--- src/rtl/freq_monitor_pkg.sv ---
// Shared FSM state type and synchroniser depth for the frequency monitor.
package freq_monitor_pkg;

    typedef enum logic [1:0] {
        IDLE    = 2'd0,
        WARMUP  = 2'd1,
        MEASURE = 2'd2
    } state_e;

    localparam int SYNC_STAGES = 2;

endpackage

--- src/rtl/freq_monitor_sync_edge_det.sv ---
// Brings the asynchronous measured signal into the clk domain and emits a
// one-cycle pulse for each synchronised rising edge.
module sync_edge_det
    import freq_monitor_pkg::*;
(
    input  logic clk,
    input  logic reset,
    input  logic sig_in,
    output logic rise
);

    logic [SYNC_STAGES-1:0] sync_q;
    logic [SYNC_STAGES-1:0] sync_d;
    logic                   hist_q;
    logic                   hist_d;

    always_comb begin
        sync_d = {sync_q[SYNC_STAGES-2:0], sig_in};
        hist_d = sync_q[SYNC_STAGES-1];
    end

    always_ff @(posedge clk) begin
        if (reset) begin
            sync_q <= '0;
            hist_q <= 1'b0;
        end else begin
            sync_q <= sync_d;
            hist_q <= hist_d;
        end
    end

    // Only the last synchroniser stage is trusted; the history flop lags it by one cycle.
    assign rise = sync_q[SYNC_STAGES-1] & ~hist_q;

endmodule

--- src/rtl/freq_monitor.sv ---
// Counts sig_in rising edges over a fixed window of clk cycles and raises low/high/dead alarms.
// Optional macro FREQ_MONITOR_STICKY_EN adds a latched alarm_sticky output with alarm_clr.
module freq_monitor
    import freq_monitor_pkg::*;
#(
    parameter int GATE_CYCLES = 50000,
    parameter int COUNT_WIDTH = 16
) (
    input  logic                   clk,
    input  logic                   reset,
    input  logic                   enable,
    input  logic                   sig_in,
    input  logic [COUNT_WIDTH-1:0] min_thresh,
    input  logic [COUNT_WIDTH-1:0] max_thresh,
    output logic [COUNT_WIDTH-1:0] freq_count,
    output logic                   freq_valid,
    output logic                   alarm_low,
    output logic                   alarm_high,
    output logic                   clk_dead
`ifdef FREQ_MONITOR_STICKY_EN
    ,
    output logic                   alarm_sticky,
    input  logic                   alarm_clr
`endif
);

    localparam int                     GATE_W    = (GATE_CYCLES > 1) ? $clog2(GATE_CYCLES) : 1;
    localparam logic [GATE_W-1:0]      GATE_LAST = GATE_W'(GATE_CYCLES - 1);
    localparam logic [COUNT_WIDTH-1:0] COUNT_MAX = '1;

    state_e                 state_q, state_d;
    logic [GATE_W-1:0]      gate_cnt_q, gate_cnt_d;
    logic [COUNT_WIDTH-1:0] edge_cnt_q, edge_cnt_d;
    logic [COUNT_WIDTH-1:0] freq_count_q, freq_count_d;
    logic                   freq_valid_q, freq_valid_d;
    logic                   alarm_low_q, alarm_low_d;
    logic                   alarm_high_q, alarm_high_d;
    logic                   clk_dead_q, clk_dead_d;

    logic                   rise;
    logic                   counting;
    logic                   terminal;
    logic                   window_done;
    logic [COUNT_WIDTH-1:0] edge_next;

    sync_edge_det u_sync_edge_det (
        .clk    (clk),
        .reset  (reset),
        .sig_in (sig_in),
        .rise   (rise)
    );

    always_ff @(posedge clk) begin
        if (reset) begin
            state_q <= IDLE;
        end else begin
            state_q <= state_d;
        end
    end

    always_comb begin
        state_d = state_q;
        if (!enable) begin
            state_d = IDLE;
        end else begin
            case (state_q)
                IDLE:    state_d = WARMUP;
                WARMUP:  if (terminal) state_d = MEASURE;
                MEASURE: state_d = MEASURE;
                default: state_d = IDLE;
            endcase
        end
    end

    always_comb begin
        counting    = enable && (state_q != IDLE);
        terminal    = (gate_cnt_q == GATE_LAST);
        window_done = counting && terminal && (state_q == MEASURE);
    end

    // A rise on the terminal cycle is folded into the closing window's result.
    always_comb begin
        edge_next = (edge_cnt_q == COUNT_MAX) ? COUNT_MAX : edge_cnt_q + COUNT_WIDTH'(rise);
    end

    always_comb begin
        gate_cnt_d   = '0;
        edge_cnt_d   = '0;
        freq_count_d = freq_count_q;
        freq_valid_d = 1'b0;
        alarm_low_d  = alarm_low_q;
        alarm_high_d = alarm_high_q;
        clk_dead_d   = clk_dead_q;
        if (counting) begin
            gate_cnt_d = terminal ? '0 : gate_cnt_q + GATE_W'(1);
            edge_cnt_d = terminal ? '0 : edge_next;
        end
        if (window_done) begin
            freq_count_d = edge_next;
            freq_valid_d = 1'b1;
            alarm_low_d  = edge_next < min_thresh;
            alarm_high_d = edge_next > max_thresh;
            clk_dead_d   = edge_next == '0;
        end
    end

    always_ff @(posedge clk) begin
        if (reset) begin
            gate_cnt_q   <= '0;
            edge_cnt_q   <= '0;
            freq_count_q <= '0;
            freq_valid_q <= 1'b0;
            alarm_low_q  <= 1'b0;
            alarm_high_q <= 1'b0;
            clk_dead_q   <= 1'b0;
        end else begin
            gate_cnt_q   <= gate_cnt_d;
            edge_cnt_q   <= edge_cnt_d;
            freq_count_q <= freq_count_d;
            freq_valid_q <= freq_valid_d;
            alarm_low_q  <= alarm_low_d;
            alarm_high_q <= alarm_high_d;
            clk_dead_q   <= clk_dead_d;
        end
    end

    assign freq_count = freq_count_q;
    assign freq_valid = freq_valid_q;
    assign alarm_low  = alarm_low_q;
    assign alarm_high = alarm_high_q;
    assign clk_dead   = clk_dead_q;

`ifdef FREQ_MONITOR_STICKY_EN
    logic alarm_sticky_q, alarm_sticky_d;

    // A new alarm reported in the same cycle as a clear request keeps the flag set.
    always_comb begin
        alarm_sticky_d = alarm_sticky_q;
        if (alarm_clr) begin
            alarm_sticky_d = 1'b0;
        end
        if (freq_valid_q && (alarm_low_q || alarm_high_q || clk_dead_q)) begin
            alarm_sticky_d = 1'b1;
        end
    end

    always_ff @(posedge clk) begin
        if (reset) begin
            alarm_sticky_q <= 1'b0;
        end else begin
            alarm_sticky_q <= alarm_sticky_d;
        end
    end

    assign alarm_sticky = alarm_sticky_q;
`endif

endmodule

--- config.mk ---
export PLATFORM = sky130hd
export DESIGN_NAME = freq_monitor
export DESIGN_NICKNAME = d
export VERILOG_FILES = /design/src/rtl/freq_monitor_pkg.sv /design/src/rtl/freq_monitor_sync_edge_det.sv /design/src/rtl/freq_monitor.sv
export SDC_FILE = /design/constraint.sdc
export NUM_CORES = 1
export LEC_CHECK = 0
export CORE_MARGIN = 2
export CORE_UTILIZATION = 57
export CTS_BUF_LIST = sky130_fd_sc_hd__clkbuf_16
export DETAILED_ROUTE_END_ITERATION = 6
export DONT_BUFFER_PORTS = 1
export PLACE_DENSITY = 0.73
export SLEW_MARGIN = 0
export SYNTH_ARGS = -nofsm -noshare
export SYNTH_HDL_FRONTEND = slang
export SYNTH_SLANG_ARGS = --single-unit
export TNS_END_PERCENT = 20
--- constraint.sdc ---
create_clock -name clk -period 2.9 [get_ports clk]
set_input_delay 0.29 -clock clk [delete_from_list [all_inputs] [get_ports clk]]
set_output_delay 0.29 -clock clk [all_outputs]
set_load 0.005 [all_outputs]
After elaboration in Yosys (flattened, before gate mapping) --
Cells that the tools add are included.
Word-level totals: register bits after elaboration 57, input bits 36, output and inout port bits 20
Cells by class: add/subtract/negate cells 2, magnitude comparators 2, eq/ne operators 5, mux-type cells 4, bitwise operators 4, reductions and logical operators 8
Operators with widths (number):
- 16-bit == test (second input constant) | 2
- 16-bit by 1-bit adder with 16-bit output | 1
- 16-bit by 1-bit adder with 16-bit output (second input constant) | 1
- 16-bit > comparator | 1
- 16-bit logical NOT | 1
- 16-bit < comparator | 1
- 16-bit 2-to-1 mux | 1
- 2-bit one-hot mux with 3 select lines | 1
- 1-bit logical AND | 3
- 1-bit NOT | 3
- 3-bit OR reduction | 1
- 2-bit by 1-bit == test with 1-bit output (second input constant) | 1
- 2-bit == test (second input constant) | 1
- 2-bit logical NOT | 1
- 2-bit 2-to-1 mux | 1
- 2-bit inequality test (second input constant) | 1
- 2-bit nonzero test | 1
- 2-bit OR reduction | 1
- 1-bit bitwise AND | 1
- 1-bit 2-to-1 mux | 1

Depth between registers and ports, before layout --
Gate-level depths: netlist of the first run.
word-level depth 5, mapped depth 15, gate-level depth less buffers 15

Cells and area by module --
A second synthesis of the first run with hierarchy kept.
Second synthesis, totals: cell total of the unflattened synthesis 429, area, all modules 3455.8 um2
By module, submodules not included:
- freq_monitor | times used 1, cells an instance 422, area an instance 3368.2 um2, sequential area each 1081.0 um2
- sync_edge_det | times used 1, cells an instance 7, area an instance 87.6 um2, sequential area each 60.1 um2

Least setup slack after synthesis of the first run --
OpenSTA, ideal clock, no wires.
path kind flip-flop to flip-flop, start point register edge_cnt_q[5], end point register alarm_high_q, in the netlist alarm_high, setup time 0.132 ns, arrival 2.659 ns, path slack 0.109 ns, stages on the path, launching flop included 14, buffers on the path 2, cell sequence dfxtp_1 buf_2 nand4_2 nor2_1 and3_1 clkbuf_1 nor2_1 inv_1 ha_1 a21o_1 a221o_1 a221o_1 o2111ai_1 a21oi_1
On the way: longest elaborated chain between the ends 3
RTL lines:
- start, declared | line freq_monitor.sv:33 | logic [COUNT_WIDTH-1:0] edge_cnt_q, edge_cnt_d;
- start signal, assigned | line freq_monitor.sv:118 | edge_cnt_q <= edge_cnt_d;
- 16-bit == test | line freq_monitor.sv:83 | edge_next = (edge_cnt_q == COUNT_MAX) ? COUNT_MAX : edge_cnt_q + COUNT_WIDTH'(rise);
- 16-bit 2-to-1 mux | line freq_monitor.sv:83
- net edge_next[3] | line freq_monitor.sv:44 | logic [COUNT_WIDTH-1:0] edge_next;
- 16-bit > comparator | line freq_monitor.sv:102 | alarm_high_d = edge_next > max_thresh;
- end signal, assigned | line freq_monitor.sv:122 | alarm_high_q <= alarm_high_d;
- end, declared | line freq_monitor.sv:37 | logic alarm_high_q, alarm_high_d;
The timed path passes the listed nets, and every way through them passes these cells. A chain may end at the register's enable or synchronous reset.

Worst setup path in the final report of the first run --
start point register u_sync_edge_det.sync_q[1], end point register alarm_low_q, in the netlist alarm_low
On the way: longest elaborated chain between the ends 4
RTL lines:
- start, declared | line freq_monitor_sync_edge_det.sv:12 | logic [SYNC_STAGES-1:0] sync_q;
- start signal, assigned | line freq_monitor_sync_edge_det.sv:27 | sync_q <= sync_d;
- 1-bit bitwise AND | line freq_monitor_sync_edge_det.sv:33 | assign rise = sync_q[SYNC_STAGES-1] & ~hist_q;
- 16-bit by 1-bit adder with 16-bit output | line freq_monitor.sv:83
- 16-bit 2-to-1 mux | line freq_monitor.sv:83
- net edge_next[8] | line freq_monitor.sv:44
- 16-bit < comparator | line freq_monitor.sv:101 | alarm_low_d = edge_next < min_thresh;
- end signal, assigned | line freq_monitor.sv:121 | alarm_low_q <= alarm_low_d;
- end, declared | line freq_monitor.sv:36 | logic alarm_low_q, alarm_low_d;
The timed path passes the listed nets, and every way through them passes these cells.

==> qor.txt, run 1 <==
Number of global-route vias before repair: 2,848
Leading cell type in the layout, fill and taps excluded: nor2_1
Worst-margin pin slew: 0.547 ns
Worst flop-to-flop path endpoint: alarm_low
Number of input and output port buffers inserted: 0
Wire length of the first global-routing pass: 13,300 um
Cells taking the most area after synthesis: dfxtp_1 (34%), ha_1 (14%), nor2_1 (8.2%), inv_1 (5.5%), xnor2_1 (3.9%)
Static Leakage: 1.78 nW
Fin nets: 518
Hold Path Depth: 1
Endpoint, Worst Hold: freq_count[10]
Worst hold slack across all endpoints: 0.0285 ns
Largest fanout on the critical path: 4
Syn_area_per_cell: 7.97 um^2
CTS sink count: 57
Clock latency on the worst-skew pair: 0.33 ns
Area occupied by multi-input gates: 2070 um^2
Syn Nets: 494
Final worst path period share: 95.9%
Crit-path max cell delay: 0.33 ns
Count of endpoints failing hold in the final timing report: 0
TritonCTS Buffers: 9
Fin. max-slew vios: 0
Summed instance area of the synthesized netlist: 3350 um^2
Hold path startpoint: reset
Max-slew headroom: 63.5%
Combinational group share of total power: 3.4%
Height of the chip: 80.7 um
NetSw: 0.395 mW
Initial standard-cell utilization of the core: 60.1%
Number of detailed-routing iterations run before antenna repair: 4
Hold Crit Class: in2reg
Count of pins on the block boundary: 56
Post-DP HPWL: 5820 um
Register bit count reported by yosys: 57
Tot GR Track Use: 26.9%
Total routed wirelength: 8170 um
Average wire per cell in the routed design: 15.7 um
Setup repair after global routing missed its margin: yes
EDFF count, synth: 0
Critical path, cell by cell: nor2b_4 > ha_4 > ha_4 > nand3_4 > buf_4 > nor2_2 > xnor2_1 > nand2_1 > buf_4 > ha_1 > nand4_1 > nor3_2 > nor2_2 > a31oi_4 > o41ai_2
Horiz. Die Dim: 80.7 um
Reported max-cap violation count: 0
Via density per instance: 5.68
Remaining DRCs: 0
Largest net degree at the start of global routing: 28
Number of placement rows: 27
FF+latch area: 1140 um^2
Leading cell types in the layout, fill and taps excluded: nor2_1 (68), dfxtp_1 (57), inv_1 (49)
Status: finished clean
Critical path class: reg2reg
Area grow syn2layout: 19.3%
Cell Count Post-Placement: 503
Final weighted congestion of routability-driven global placement: 0.922
CTS HTree Levels: 3
Prevailing post-synth register cell: dfxtp_1
Share of synthesized area occupied by flip-flops and latches: 34.1%
Worst-case clock skew: 0.00489 ns
Switching Share: 20.2%
Worst-path cell with the longest stage delay: dfxtp_1
Fillcell total: 414
Final Instance Count excl. Fillers: 521
Number of distinct library cells after synthesis: 44
Cell family with most CP delay: simple AND/OR/NAND/NOR gates
Number of antenna cells inserted: 0
Share of the synthesized area in the top cell type: 34.1%
Fraction of registers with async set or reset after synthesis: 0%
Final worst path period need: 2.78 ns
Launching element of the worst setup path: u_sync_edge_det.sync_q[1]
Reg2reg start: u_sync_edge_det.sync_q[1]
Final count of negative-setup-slack endpoints: 0
Via count of the routed design: 2,960
Clock transition at the registers of the reported paths: 0.05 ns
Fraction of layout instances using a drive strength above 1: 13.6%
Full die area: 6510 um^2
Flop2flop setup slack: 0.12 ns
Util after Layout: 71.7%
Cell internal pwr: 1.56 mW
Grt ovf: 0
Reg2Reg Depth: 15
Placement Cell Area: 3560 um^2
Kind of end point of the critical path: register
CTS tree: done
Buffers & Inverters on Critical Path: 2
Worst vdd rail ir drop: 0.337 mV
Power density relative to cell area: 489 nW/um^2
Cell at the root of the clock tree: clkbuf_16
First DRT Iteration DRCs: 267
Max Clock Freq: 0.360 GHz
Yosys top cell by area: dfxtp_1
Fin area: 4000 um^2
Critical path startpoint category: register
Core ar.: 5570 um^2
Number of antenna violations at the first check in global routing: 0
Final ANT Viol Nets: 0
Sequential group share of total power: 40.5%
Post-CTS Hold Buffers: 0
Number of warnings printed during yosys synthesis: 0
Gate count after technology mapping: 420
WP data arrival: 2.98 ns
Share of power burned in the clock network: 56.1%
Required time of the critical path: 3.10 ns
Number of buffers on the longest clock path: 2
power by group through the flow:
stage / Clock, mW / Sequential [mW] / Combinational, mW
2_1_floorplan: 0 / 0.806 / 0.0502
3_3_place_gp: 0 / 0.806 / 0.0613
3_5_place_dp: 0 / 0.806 / 0.0640
4_1_cts: 1.10 / 0.790 / 0.0654
5_1_grt: 1.14 / 0.790 / 0.0777
6_report: 1.10 / 0.791 / 0.0672
cells in the mapped netlist, types with 6 or more instances:
| master | n |
|---|---|
| nor2_1 | 73 |
| dfxtp_1 | 57 |
| inv_1 | 49 |
| ha_1 | 38 |
| nand2_1 | 28 |
| a21oi_1 | 23 |
| nand3_1 | 19 |
| xnor2_1 | 15 |
| nor3_1 | 11 |
| a211oi_1 | 10 |
| o21ai_0 | 10 |
| xor2_1 | 9 |
| nor2b_1 | 8 |
| and3_1 | 7 |
| nand4_1 | 6 |
cell families after synthesis:
kind of cell	after synthesis	share of synthesized area, %
AO/OA/AOI/OAI	60	11.2
AND/OR/NAND/NOR	178	26.1
XOR/XNOR	24	6.28
buffers and inverters	61	7.51
multiplexers	2	0.598
adder cells (fa/ha/maj)	38	14.2
flip-flops	57	34.1
registers in the layout, summed over array words and instances (netlist names):
name,cells
freq_valid,1
alarm_low,1
gate_cnt_q,16
state_q,2
u_sync_edge_det.sync_q,2
clk_dead,1
edge_cnt_q,16
alarm_high,1
u_sync_edge_det.hist_q,1
freq_count,16
area by class of cell:
class | count | share of cell area (%)
clock inverter | 7 | 2.13
sequential | 57 | 28.6
multi-input combinational | 302 | 51.8
clock buffer | 9 | 5.64
tap | 72 | 2.25
inverter | 49 | 4.60
timing repair buffer | 25 | 5.01
how the worst max path moves through the flow:
stage                     depth (start not counted)  slack [ns]    endpoint
after floorplan                                  13        0.11  alarm_high
final                                            15        0.12   alarm_low
after CTS                                        14       0.009   alarm_low
after detailed placement                         15       -0.22   alarm_low
after global routing                             14       -0.11  alarm_high
after global placement                           15       -0.17   alarm_low
metrics by stage:
stage                     setup TNS, ns  total power, mW  setup WS (ns)
after floorplan                       0            0.856          0.109
after global placement           -0.171            0.867         -0.171
after detailed placement         -0.256            0.870         -0.221
after CTS                             0             1.96        0.00918
after global routing             -0.127             2.01         -0.112
final                                 0             1.95          0.120
repair_timing:
item	4_1_cts	5_1_grt
endpoints found under the setup margin	2	2
endpoints found under the hold margin	0	0
pin swaps	0	5
buffers inserted	1	1
gates resized for setup	6	20
routing by layer:
metal / wire length, um / vias to the layer above / track usage (%)
li1: - / 1486 / -
met1: 3810 / 1374 / 35.5
met2: 3710 / 87 / 41.6
met3: 484 / 13 / 6.40
met4: 171 / 0 / 11.7
met5: 0 / - / 0
Note: power is estimated with default switching activity, not from simulation.
==> run 2: changes to the inputs <==
==> constraint.sdc (replaced) <==
create_clock -name clk -period 2.9 [get_ports clk]
set_input_delay 0.145 -clock clk [delete_from_list [all_inputs] [get_ports clk]]
set_output_delay 0.145 -clock clk [all_outputs]
set_load 0.005 [all_outputs]
==> run 2 against run 1 <==
Compared with the run above: sequential power barely moved; worst hold slack got worse by 0.0094 ns; clock power about the same; die area stayed put; first-iteration DRC count is 9.4% lower; register-to-register slack got worse by 0.07 ns; via count is 4.4% higher; clock-buffer cell count unchanged; sequential share of layout area shrank 1.2 points; cell count grew 3.5%.
==> qor.txt, run 2 (synthesis gave the netlist of run 1 again) <==
Kind of end point of the critical path: register
Number of placement rows: 27 (unchanged)
Number of detailed-routing iterations run before antenna repair: 5 (+1)
Critical path class: reg2reg
Worst vdd rail ir drop: 0.480 mV (+42%)
Number of buffers on the longest clock path: 2 (unchanged)
Horiz. Die Dim: 80.7 um (unchanged)
Number of input and output port buffers inserted: 0 (unchanged)
Initial standard-cell utilization of the core: 60.1% (unchanged)
CTS tree: done
Worst-margin pin slew: 0.511 ns (-0.0368 ns)
Final count of negative-setup-slack endpoints: 0 (unchanged)
Final worst path period need: 2.85 ns (+0.0721 ns)
WP data arrival: 3.04 ns (+0.06 ns)
Buffers & Inverters on Critical Path: 1 (-1)
Average wire per cell in the routed design: 16.1 um (+2.8%)
Clock transition at the registers of the reported paths: 0.05 ns (about the same)
First DRT Iteration DRCs: 242 (-9.4%)
Number of global-route vias before repair: 3,005 (+5.5%)
Via density per instance: 5.73 (+0.91%)
TritonCTS Buffers: 9 (unchanged)
Count of pins on the block boundary: 56 (unchanged)
Height of the chip: 80.7 um (unchanged)
Post-DP HPWL: 5820 um (unchanged)
Critical path startpoint category: register
Crit-path max cell delay: 0.37 ns (+0.04 ns)
Tot GR Track Use: 28.1% (+1.3 points)
Number of antenna violations at the first check in global routing: 0 (unchanged)
Full die area: 6510 um^2 (unchanged)
Required time of the critical path: 3.09 ns (about the same)
Grt ovf: 0 (unchanged)
Final Instance Count excl. Fillers: 539 (+3.5%)
Max Clock Freq: 0.351 GHz (-2.5%)
Total routed wirelength: 8690 um (+6.4%)
Largest fanout on the critical path: 4 (unchanged)
Final ANT Viol Nets: 0 (unchanged)
Cell at the root of the clock tree: clkbuf_16
Status: finished clean
Fin nets: 536 (+3.5%)
Cell family with most CP delay: simple AND/OR/NAND/NOR gates
Critical path, cell by cell: nor2b_4 > ha_4 > ha_4 > nand3_4 > or3_4 > a21oi_2 > mux2i_1 > buf_4 > ha_1 > nand2_1 > o21ai_0 > nand3_1 > a31oi_1 > o41ai_2
Fin. max-slew vios: 0 (unchanged)
Static Leakage: 1.88 nW (+5.5%)
Largest net degree at the start of global routing: 28 (unchanged)
Count of endpoints failing hold in the final timing report: 0 (unchanged)
CTS sink count: 57 (unchanged)
Final worst path period share: 98.3% (+2.5 points)
Reported max-cap violation count: 0 (unchanged)
Worst-path cell with the longest stage delay: or3_4
Final weighted congestion of routability-driven global placement: 0.922 (unchanged)
Wire length of the first global-routing pass: 14,000 um (+5.1%)
Cell Count Post-Placement: 503 (unchanged)
Fraction of layout instances using a drive strength above 1: 14.8% (+1.2 points)
Number of antenna cells inserted: 0 (unchanged)
Util after Layout: 75.0% (+3.3 points)
Area grow syn2layout: 24.8%
Power density relative to cell area: 469 nW/um^2 (-4.0%)
CTS HTree Levels: 3 (unchanged)
Leading cell types in the layout, fill and taps excluded: nor2_1 (69), dfxtp_1 (55), inv_1 (49)
Clock latency on the worst-skew pair: 0.32 ns (about the same)
Core ar.: 5570 um^2 (unchanged)
Remaining DRCs: 0 (unchanged)
Worst-case clock skew: 0.00503 ns (+0.000144 ns)
Hold Crit Class: in2reg
Cell mode on critical path: ha_4
Worst hold slack across all endpoints: 0.0191 ns (-0.00944 ns)
Via count of the routed design: 3,090 (+4.4%)
Max-slew headroom: 66.0% (+2.5 points)
Leading cell type in the layout, fill and taps excluded: nor2_1
-- run 2: cell types whose count changed in the layout (fill, tap and decap cells not counted), moves of 2 or more --
cell           before  now
dlygate4sd3_1       0   16
nor3_2              1    4
dfxtp_1            57   55
nor3_1              9    7
nand3_1            18   16
nand3_2             1    3
buf_4              24   26
dfxtp_2             0    2
-- run 2: metrics by stage --
stage	setup WS [ns]	TNS (ns)	power, mW	cell area (um^2)
final	0.0483	0	1.96	4180
after global placement	-0.171	-0.171	0.867	3560
after CTS	0.00158	0	1.96	4060
after global routing	-0.0583	-0.116	2.02	4180
after floorplan	0.109	0	0.856	3350
after detailed placement	-0.221	-0.256	0.870	3560
-- run 2: path summary, 6_finish.rpt --
| kind | from | to | cells past startpoint | slack (ns) |
|---|---|---|---|---|
| max | u_sync_edge_det.sync_q[1] | alarm_low | 14 | 0.05 |
| min | reset | state_q[0] | 2 | 0.02 |
| max reg2reg | u_sync_edge_det.sync_q[1] | alarm_low | 14 | 0.05 |
| min reg2reg | gate_cnt_q[0] | gate_cnt_q[0] | 1 | 0.46 |
-- run 2: area by class of cell --
class	count	area (um^2)
Sequential cell	57	1140
Multi-Input combinational cell	302	2080
Clock buffer	9	225
Timing Repair Buffer	43	375
Fill cell	404	1390
Tap cell	72	90.1
Clock inverter	7	85.1
Inverter	49	184
-- run 2: power by group --
group	internal, mW	switching, mW
clock	0.741	0.357
sequential	0.788	0.00236
combinational	0.0317	0.0412
total	1.56	0.401
-- run 2: worst reg2reg max path, cell delays in order (launching register included) --
cell	delay [ns]
dfxtp_1	0.35
nor2b_4	0.17
ha_4	0.16
ha_4	0.16
nand3_4	0.12
or3_4	0.38
a21oi_2	0.11
mux2i_1	0.11
buf_4	0.17
ha_1	0.27
nand2_1	0.08
o21ai_0	0.23
nand3_1	0.11
a31oi_1	0.20
o41ai_2	0.11
-- run 2: per-layer routing --
metal	share of wire, %	vias up	track usage, %	wire length, um
met2	47	115	45.4	4120
met5	0	-	0	0
met4	2.0	0	11.4	172
li1	-	1507	-	-
met3	6.5	16	6.18	565
met1	44	1452	36.3	3840
-- run 2: repair_timing --
action	in CTS	in global routing
endpoints found under the setup margin	2	2
endpoints found under the hold margin	23	0
pin swaps	0	4
hold buffers	16	0
buffers inserted	1	3
resized for setup	6	24
==> run 3: changes to the inputs <==
- ABC_AREA: not set -> 1
- CORE_UTILIZATION: 57 -> 58
- PLACE_DENSITY: 0.73 -> 0.74
==> run 3 against run 2 <==
Compared with the run above: worst hold slack better by 0.071 ns; first-iteration DRC count is 29% lower; global-route usage is 2.2 points lower.
==> qor.txt, run 3 <==
Status: finished clean
Leading cell type in the layout, fill and taps excluded: inv_1
Number of buffers on the longest clock path: 2 (unchanged)
Via count of the routed design: 3,198 (+3.5%)
Critical path startpoint category: register
Height of the chip: 81.8 um (+1.4%)
Hold Path Depth: 4 (+2)
Util after Layout: 68.1% (-6.9 points)
Share of synthesized area occupied by flip-flops and latches: 32.5% (-1.6 points)
Summed instance area of the synthesized netlist: 3510 um^2 (+4.8%)
Final Instance Count excl. Fillers: 602 (+12%)
Number of global-route vias before repair: 3,042 (+1.2%)
Cell internal pwr: 1.47 mW (-5.9%)
Count of pins on the block boundary: 56 (unchanged)
Fin nets: 596 (+11%)
Static Leakage: 1.98 nW (+5.2%)
Full die area: 6690 um^2 (+2.8%)
Sequential group share of total power: 42.1% (+1.8 points)
CTS HTree Levels: 3 (unchanged)
Tot GR Track Use: 26.0% (-2.2 points)
Fraction of registers with async set or reset after synthesis: 0% (unchanged)
Count of endpoints failing hold in the final timing report: 0 (unchanged)
Remaining DRCs: 0 (unchanged)
Number of antenna cells inserted: 0 (unchanged)
Fillcell total: 486 (+20%)
NetSw: 0.410 mW (+2.2%)
Cells taking the most area after synthesis: dfxtp_1 (33%), ha_1 (14%), inv_1 (9.7%), nand2_1 (7.8%), nor2_1 (7.3%)
Hold Crit Class: in2reg
Cell family with most CP delay: simple AND/OR/NAND/NOR gates
Syn Nets: 579 (+17%)
Final worst path period need: 2.66 ns (-0.195 ns)
Via density per instance: 5.31 (-7.3%)
Share of power burned in the clock network: 53.9% (-2.1 points)
Reported max-cap violation count: 0 (unchanged)
FF+latch area: 1140 um^2 (-0.22%)
Area occupied by multi-input gates: 1970 um^2 (-5.1%)
Power density relative to cell area: 469 nW/um^2 (-0.16%)
Combinational group share of total power: 4.0% (+0.3 points)
Max-slew headroom: 40.0% (-26 points)
Placement Setup Slack: 0.126 ns (+0.347 ns)
Final count of negative-setup-slack endpoints: 0 (unchanged)
Gate count after technology mapping: 505 (+20%)
Syn_area_per_cell: 6.95 um^2 (-13%)
Area grow syn2layout: 14.2%
Critical path class: reg2reg
Horiz. Die Dim: 81.8 um (+1.4%)
CTS sink count: 57 (unchanged)
Core ar.: 5890 um^2 (+5.6%)
Worst-margin pin slew: 0.895 ns (+0.384 ns)
Number of input and output port buffers inserted: 0 (unchanged)
Register bit count reported by yosys: 57 (unchanged)
Max Clock Freq: 0.376 GHz (+7.3%)
WP data arrival: 2.91 ns (-0.13 ns)
Leading cell types in the layout, fill and taps excluded: inv_1 (92), nand2_1 (73), nor2_1 (66)
Average wire per cell in the routed design: 13.8 um (-15%)
Grt ovf: 0 (unchanged)
Reg2Reg Depth: 15 (+1)
EDFF count, synth: 0 (unchanged)
Critical path, cell by cell: inv_1 > nor2_1 > ha_2 > nand2_2 > nor3_4 > nand2_2 > nand2_1 > nand3_1 > ha_1 > a21oi_1 > nor2_1 > a211oi_2 > o221a_2 > nand2_1 > a21oi_1
Number of detailed-routing iterations run before antenna repair: 4 (-1)
Share of the synthesized area in the top cell type: 32.5% (-1.6 points)
Final Power: 1.88 mW (-4.3%)
Placement Cell Area: 3650 um^2 (+2.6%)
CTS tree: done
TritonCTS Buffers: 9 (unchanged)
Prevailing post-synth register cell: dfxtp_1
Largest fanout on the critical path: 5 (+1)
Fin area: 4010 um^2 (-4.1%)
Number of distinct library cells after synthesis: 31 (-30%)
Most used standard cell by instance count after synthesis: inv_1
Fin. max-slew vios: 0 (unchanged)
Top cells by instance count after synthesis: inv_1 (91), nand2_1 (73), nor2_1 (68)
Largest net degree at the start of global routing: 21 (-25%)
Final ANT Viol Nets: 0 (unchanged)
Number of placement rows: 28 (+3.7%)
Worst vdd rail ir drop: 0.399 mV (-17%)
Final weighted congestion of routability-driven global placement: 0.884 (-4.1%)
Cell at the root of the clock tree: clkbuf_16
Required time of the critical path: 3.16 ns (+0.07 ns)
Cell Count Post-Placement: 582 (+16%)
Worst-case clock skew: 0.00633 ns (+0.00130 ns)
Final-layout setup total negative slack: 0 ns (unchanged)
Number of warnings printed during yosys synthesis: 0 (unchanged)
Worst setup margin: 0.243 ns (+0.195 ns)
Initial standard-cell utilization of the core: 59.6% (-0.46 points)
Clock transition at the registers of the reported paths: 0.05 ns (about the same)
Switching Share: 21.8% (+1.4 points)
Buffers & Inverters on Critical Path: 1 (unchanged)
Post-DP HPWL: 6250 um (+7.4%)
Setup repair after global routing missed its margin: no
Worst hold slack across all endpoints: 0.0904 ns (+0.0713 ns)
Clock latency on the worst-skew pair: 0.33 ns (about the same)
Worst-path cell with the longest stage delay: ha_1
Logic depth of the worst setup path including buffers: 15 (+1)
Crit-path max cell delay: 0.39 ns (+0.02 ns)
Final worst path period share: 91.6% (-6.7 points)
Fraction of layout instances using a drive strength above 1: 13.3% (-1.5 points)
Total routed wirelength: 8290 um (-4.6%)
Number of antenna violations at the first check in global routing: 0 (unchanged)
Kind of end point of the critical path: register
First DRT Iteration DRCs: 173 (-29%)
Wire length of the first global-routing pass: 13,200 um (-5.7%)
Yosys top cell by area: dfxtp_1
-- run 3: cell types whose count changed after synthesis, sizes merged, moves of 13 or more --
| cell | delta |
|---|---|
| inv | +58 |
| nand2 | +49 |
| o21ai | +17 |
| nor3 | +16 |
| xnor2 | -13 |
-- run 3: repair_timing --
| item | CTS | global route |
|---|---|---|
| hold endpoints to repair | 7 | 0 |
| hold buffers | 2 | 0 |
| setup endpoints to repair | 0 | 2 |
| gates resized for setup | 0 | 8 |
| setup buffers | 0 | 2 |
-- run 3: final timing paths --
kind	end	startpoint	slack, ns
min	state_q[0]	enable	0.09
max	alarm_low	u_sync_edge_det.sync_q[1]	0.24
max reg2reg	alarm_low	u_sync_edge_det.sync_q[1]	0.24
min reg2reg	u_sync_edge_det.sync_q[1]	u_sync_edge_det.sync_q[0]	0.44
-- run 3: power by group through the flow --
stage,clock network (mW),logic (mW),registers (mW)
after floorplan,0,0.0558,0.806
after global placement,0,0.0668,0.807
after detailed placement,0,0.0693,0.807
after CTS,1.03,0.0739,0.791
after global routing,1.06,0.0881,0.790
final,1.01,0.0749,0.791
-- run 3: cell families (layout without fill, tap and decap cells) --
group | after synthesis | count (layout) | share of synthesized area, %
buffers and inverters | 116 | 138 | 12.5
and+or+nand+nor | 222 | 222 | 29.4
AOI/OAI and AO/OA | 65 | 65 | 10.2
adders and majority gates | 38 | 38 | 13.5
xor gates and xnor gates | 7 | 7 | 1.75
DFF | 57 | 57 | 32.5
-- run 3: routing by layer --
layer	track usage, %	vias to the layer above	part of all wire (%)
met1	29.5	1460	42
met2	45.0	67	51
met5	0	-	0
met4	13.2	0	2.4
li1	-	1657	-
met3	6.48	14	4.3
-- run 3: final cells by class --
cell class                      count  share of cell area [%]
Inverter                          108                    10.1
Sequential cell                    57                    28.5
Clock inverter                      7                    1.56
Timing Repair Buffer               14                    2.75
Tap cell                           75                    2.34
Multi-Input combinational cell    332                    49.2
Clock buffer                        9                    5.62
-- run 3: worst reg2reg max path, cell delays in order, from the launching register on --
cell      delay, ns
dfxtp_1        0.31
inv_1          0.05
nor2_1         0.09
ha_2           0.23
nand2_2        0.08
nor3_4         0.26
nand2_2        0.09
nand2_1        0.07
nand3_1        0.23
ha_1           0.39
a21oi_1        0.17
nor2_1         0.08
a211oi_2       0.16
o221a_2        0.21
nand2_1        0.06
a21oi_1        0.11
